## config.mk

```make
export PLATFORM = sky130hd
export DESIGN_NAME = ball_ctrl
export DESIGN_NICKNAME = d
export VERILOG_FILES = /design/src/rtl/pong_pkg.sv /design/src/rtl/ball_ctrl_score_counter.sv /design/src/rtl/ball_ctrl.sv
export SDC_FILE = /design/constraint.sdc
export NUM_CORES = 1
export LEC_CHECK = 0
export BUFFER_PORTS_ARGS = -buffer_cell sky130_fd_sc_hd__buf_2
export CAP_MARGIN = 10
export CORE_ASPECT_RATIO = 0.6
export CORE_MARGIN = 8
export CORE_UTILIZATION = 31
export CTS_BUF_LIST = sky130_fd_sc_hd__clkbuf_4
export CTS_CLUSTER_DIAMETER = 40
export DETAILED_ROUTE_END_ITERATION = 10
export PLACE_DENSITY = 0.53
export SKIP_CTS_REPAIR_TIMING = 1
export SLEW_MARGIN = 20
export SYNTH_ARGS = -nofsm -noshare
export SYNTH_HDL_FRONTEND = slang
export SYNTH_HIERARCHICAL = 1
export SYNTH_SLANG_ARGS = --single-unit
```

## constraint.sdc

```tcl
create_clock -name clk -period 2.9 [get_ports clk]
set_input_delay 0.58 -clock clk [delete_from_list [all_inputs] [get_ports clk]]
set_output_delay 0.58 -clock clk [all_outputs]
set_load 0.05 [all_outputs]
```

## src/rtl/pong_pkg.sv

```systemverilog
// Shared types and constants for the pong ball controller and its score counters.
package pong_pkg;

  typedef enum logic [1:0] {
    ST_IDLE   = 2'd0,
    ST_MOVE   = 2'd1,
    ST_SCORED = 2'd2,
    ST_OVER   = 2'd3
  } ball_state_e;

  localparam int SCORE_W = 4;
  localparam int STEP_W  = 3;

  localparam logic [SCORE_W-1:0] WIN_SCORE_DEF = 4'd11;
  localparam logic [STEP_W-1:0]  STEP_MAX      = 3'd4;

  function automatic logic [STEP_W-1:0] step_bump(input logic [STEP_W-1:0] s);
    return (s >= STEP_MAX) ? STEP_MAX : s + 3'd1;
  endfunction

endpackage

```

## src/rtl/ball_ctrl_score_counter.sv

```systemverilog
// Saturating per-player score counter; point_o pulses for one cycle on each accepted increment.
module score_counter
  import pong_pkg::*;
(
  input  logic               clk,
  input  logic               rst,
  input  logic               clr_i,
  input  logic               inc_i,
  input  logic [SCORE_W-1:0] limit_i,
  output logic [SCORE_W-1:0] score_o,
  output logic               point_o
);

  logic [SCORE_W-1:0] score_q;
  logic               point_q;

  always_ff @(posedge clk or posedge rst) begin
    if (rst) begin
      score_q <= '0;
      point_q <= 1'b0;
    end else begin
      point_q <= 1'b0;
      if (clr_i) begin
        score_q <= '0;
      end else if (inc_i && (score_q < limit_i)) begin
        score_q <= score_q + 4'd1;
        point_q <= 1'b1;
      end
    end
  end

  assign score_o = score_q;
  assign point_o = point_q;

endmodule

```

## src/rtl/ball_ctrl.sv

```systemverilog
// Pong ball position/direction FSM with scoring; define BALL_SPEEDUP_EN to make
// the step grow by one per paddle hit (saturating at 4).
//
//   state  | meaning
//   IDLE   | ball parked at START_X, waiting for serve
//   MOVE   | rally in progress, ball steps on tick
//   SCORED | one-cycle point award, ball re-parked
//   OVER   | a player reached WIN_SCORE, scores frozen
module ball_ctrl
  import pong_pkg::*;
#(
  parameter logic [7:0]         X_MIN     = 8'd8,
  parameter logic [7:0]         X_MAX     = 8'd247,
  parameter logic [7:0]         START_X   = 8'd128,
  parameter logic [SCORE_W-1:0] WIN_SCORE = WIN_SCORE_DEF
) (
  input  logic               clk,
  input  logic               rst,
  input  logic               tick,
  input  logic               serve,
  input  logic               hit_l,
  input  logic               hit_r,
  output logic [7:0]         ball_x,
  output logic               dir,
  output logic               active,
  output logic               point_l,
  output logic               point_r,
  output logic [SCORE_W-1:0] score_l,
  output logic [SCORE_W-1:0] score_r,
  output logic               game_over
);

  ball_state_e       state_q;
  logic [7:0]        ball_x_q;
  logic              dir_q;
  logic              active_q;
  logic              game_over_q;
  logic [STEP_W-1:0] step;

  logic       moving, at_right, at_left;
  logic       bounce_r, bounce_l, miss_r, miss_l, clr_scores;
  logic [8:0] fwd_sum, back_lim;

  assign moving   = (state_q == ST_MOVE) && tick;
  assign at_right = (ball_x_q >= X_MAX);
  assign at_left  = (ball_x_q <= X_MIN);
  assign bounce_r = moving &&  dir_q && at_right &&  hit_r;
  assign miss_r   = moving &&  dir_q && at_right && !hit_r;
  assign bounce_l = moving && !dir_q && at_left  &&  hit_l;
  assign miss_l   = moving && !dir_q && at_left  && !hit_l;
  assign clr_scores = (state_q == ST_OVER) && serve;

  // 9-bit sums so the clamp compare cannot wrap past the walls
  assign fwd_sum  = {1'b0, ball_x_q} + {6'd0, step};
  assign back_lim = {1'b0, X_MIN} + {6'd0, step};

`ifdef BALL_SPEEDUP_EN
  logic [STEP_W-1:0] step_q;

  always_ff @(posedge clk or posedge rst) begin
    if (rst) begin
      step_q <= 3'd1;
    end else if (miss_l || miss_r) begin
      step_q <= 3'd1;
    end else if (bounce_l || bounce_r) begin
      step_q <= step_bump(step_q);
    end
  end

  assign step = step_q;
`else
  assign step = 3'd1;
`endif

  always_ff @(posedge clk or posedge rst) begin
    if (rst) begin
      state_q     <= ST_IDLE;
      ball_x_q    <= START_X;
      dir_q       <= 1'b1;
      active_q    <= 1'b0;
      game_over_q <= 1'b0;
    end else begin
      case (state_q)
        ST_IDLE: begin
          ball_x_q <= START_X;
          if (serve) begin
            state_q  <= ST_MOVE;
            active_q <= 1'b1;
          end
        end
        ST_MOVE: begin
          if (tick) begin
            if (dir_q) begin
              if (!at_right) begin
                ball_x_q <= (fwd_sum >= {1'b0, X_MAX}) ? X_MAX : fwd_sum[7:0];
              end else if (hit_r) begin
                dir_q    <= 1'b0;
                ball_x_q <= X_MAX - 8'd1;
              end else begin
                state_q  <= ST_SCORED;
                ball_x_q <= START_X;
                active_q <= 1'b0;
              end
            end else begin
              if (!at_left) begin
                ball_x_q <= ({1'b0, ball_x_q} <= back_lim) ? X_MIN : ball_x_q - {5'd0, step};
              end else if (hit_l) begin
                dir_q    <= 1'b1;
                ball_x_q <= X_MIN + 8'd1;
              end else begin
                state_q  <= ST_SCORED;
                ball_x_q <= START_X;
                active_q <= 1'b0;
              end
            end
          end
        end
        ST_SCORED: begin
          // counters were bumped on entry, so these are the new scores
          if ((score_l == WIN_SCORE) || (score_r == WIN_SCORE)) begin
            state_q     <= ST_OVER;
            game_over_q <= 1'b1;
          end else begin
            state_q <= ST_IDLE;
          end
        end
        ST_OVER: begin
          ball_x_q <= START_X;
          if (serve) begin
            state_q     <= ST_IDLE;
            dir_q       <= 1'b1;
            game_over_q <= 1'b0;
          end
        end
        default: begin
          state_q  <= ST_IDLE;
          ball_x_q <= START_X;
          active_q <= 1'b0;
        end
      endcase
    end
  end

  score_counter u_score_l (
    .clk     (clk),
    .rst     (rst),
    .clr_i   (clr_scores),
    .inc_i   (miss_r),
    .limit_i (WIN_SCORE),
    .score_o (score_l),
    .point_o (point_l)
  );

  score_counter u_score_r (
    .clk     (clk),
    .rst     (rst),
    .clr_i   (clr_scores),
    .inc_i   (miss_l),
    .limit_i (WIN_SCORE),
    .score_o (score_r),
    .point_o (point_r)
  );

  assign ball_x    = ball_x_q;
  assign dir       = dir_q;
  assign active    = active_q;
  assign game_over = game_over_q;

endmodule

```

==> impl_metrics.toml <==
[final_layout]
drive_gt1_share_pct = 16.9
fin_nets = 292
fillers = 641
area_growth_pct = 14.2
n_antenna_cell = 0
utilization_pct = 36.6
final_cells = 351

[critical_path]
path_delay_family = "simple AND/OR/NAND/NOR gates"
slowest_delay_ns = 0.56
worstReg2RegEnd = "u_score_l/score_o[3]"
path_class = "register to register"
critical_path_required_ns = 3.15
crit_chain = "ha_1 -> a21o_1 -> nand2_1 -> nor4_1 -> nor2b_1 -> o211ai_2 -> or3_1 -> a21oi_1"
reg2reg_from = "ball_x[1]"
path_max_fanout = 11
critPathBufInv = 0
startpoint_type = "register"
cp_slowest_cell = "dfrtp_1"
r2r_cells = 8
cp.arrival_ns = 2.83
r2r_slack_ns = 0.32
critPathCaptureType = "register"

[worst_hold_path]
hold_class = "input port to asynchronous set/reset pin"

[grt]
antenna_found_initial = 0
grt_pass1_vias = 1776
grt-ovfl-total = 0
grt_max_degree = 19
grt_pass1_wl_um = 9340
grt_usage_pct = 12.3

[clock_network]
clockBufferDepth = 2
cts_tree = "yes"
clk_latency_ns = 0.32
cts.clk_slew.worst_paths_ns = 0.15
numCtsBuffers = 3
root_buffer = "clkbuf_4"
htreeDepth = 1
cts_sinks = 23

[sta]
tightest_slew_ns = 0.635
fin_setup_tns_ns = 0
period_needed_ns = 2.58
relSlewSlack_pct = 57.6
maxSlewViolCount = 0
finalCritPeriodShare_pct = 89.0
fmax_mhz = 387
hold_violations = 0
rsz0062_at_grt = "false"
clock_skew_ns = 0.0101
fin_hold_ws_ns = 0.142
setup_viol = 0

[synthesis]
synth_edf_count = 0
synth-seq-area-share_pct = 29.5
synth_common_cells = "dfrtp_1, inv_1, nor2_1"
synth_cell_types = 52
synth.most_common_cell = "dfrtp_1"
synth_top_area_share_pct = 26.8
synth_area_leaders = "dfrtp_1, ha_1, inv_1"
syn_area_um2 = 1960
syn-mean-instance-area_um2 = 8.23
async_flop_share_pct = 100
yosys_warnings = 6
synth_area_leader_cell = "dfrtp_1"
synth_seq_cells = 23
synth_cells = 238
synth_top_flop_cell = "dfrtp_1"

[route]
vias = 1904
wl_per_cell_um = 15.8
dr.pass1.iters = 5
drt_iter0_drc = 229
viasPerCell = 5.42
wirelength_um = 5540
drcViolationCount = 0
final_antenna_net_count = 0

[placement]
placedCellCount = 347
dp_hpwl_um = 4310
routabilityCongestion = 0.924
io_buffer_count = 26

[pwr]
peakVddDrop_mv = 0.241
p_per_area_nw_per_um2 = 532
p_leak_nw = 1.06
power_mw = 1.19

[floorplanning]
die_area_um2 = 9200
die_height_um = 77.6
io-pin-count = 27
rows = 22
initial_core_util_pct = 32.1
core_area_um2 = 6110
die_x_um = 119

[flow_run]
drv_cap = 0

[status]
status = "completed"
-- logic make-up after synthesis --
kind of cell               share of synthesized area, %
AOI/OAI and AO/OA                                  25.5
xor gates and xnor gates                           2.68
and+or+nand+nor                                    23.0
DFF                                                29.5
other                                             0.383
adders and majority gates                          11.5
muxes                                              1.53
buffers and inverters                              5.94
-- flip-flops by register name (all words and copies together), names as in the netlist --
register           cells
u_score_r/point_o      1
u_score_l/point_o      1
game_over              1
u_score_l/score_o      4
dir                    1
state_q                2
ball_x                 8
active                 1
u_score_r/score_o      4
-- power by group --
| part | internal, mW | switching (mW) | leakage [nW] |
|---|---|---|---|
| Clock | 0.0632 | 0.111 | 0.0184 |
| Combinational | 0.214 | 0.393 | 0.737 |
| Sequential | 0.354 | 0.0557 | 0.300 |
-- how the worst max path moves through the flow --
| stage | endpoint | start | slack (ns) | depth (start not counted) |
|---|---|---|---|---|
| floorplan | u_score_l/score_o[3] | ball_x[1] | 0.33 | 9 |
| global placement | u_score_l/score_o[3] | ball_x[0] | 0.33 | 8 |
| detailed placement | u_score_l/score_o[3] | ball_x[0] | 0.36 | 8 |
| finish | u_score_l/score_o[3] | ball_x[1] | 0.32 | 8 |
| global route | u_score_l/score_o[3] | ball_x[1] | 0.008 | 8 |
| CTS | u_score_l/score_o[3] | ball_x[0] | 0.29 | 8 |
-- cells in the final DEF (no fill, tap or decap), types with 3 or more instances in the layout --
cell type / instances
a21boi_0: 3
a21o_1: 3
a21oi_1: 11
a22oi_1: 3
a31oi_1: 5
buf_2: 26
buf_4: 4
clkbuf_4: 4
conb_1: 8
dfrtp_1: 20
ha_1: 18
inv_1: 20
mux2i_1: 3
nand2_1: 17
nand3_1: 10
nand4_1: 3
nand4b_1: 3
nor2_1: 19
nor2b_1: 5
nor3_1: 4
nor4_1: 3
o211ai_1: 6
o21ai_0: 14
o22ai_1: 3
o31ai_1: 3
or3_1: 5
xnor2_1: 3
xor2_1: 3
-- per-stage QoR --
step	cell area (µm²)	worst slack [ns]
after global routing	2240	0.00781
final	2240	0.318
after floorplan	1980	0.326
after CTS	2240	0.294
after detailed placement	2210	0.364
after global placement	2210	0.331
-- routing by layer --
metal,track usage (%),up-vias,share of wire (%)
li1,-,920,-
met1,19.9,883,54
met2,14.7,97,35
met3,3.18,4,9.8
met4,2.76,0,1.2
met5,0,-,0
-- final cells by class --
class	instances	area [µm²]	area share, %
Multi-Input combinational cell	190	1290	57.6
Tap cell	84	105	4.70
Sequential cell	23	579	25.9
Timing Repair Buffer	30	160	7.16
Inverter	20	75.1	3.36
Clock buffer	4	30.0	1.34
(Power assumes the default switching activity.)
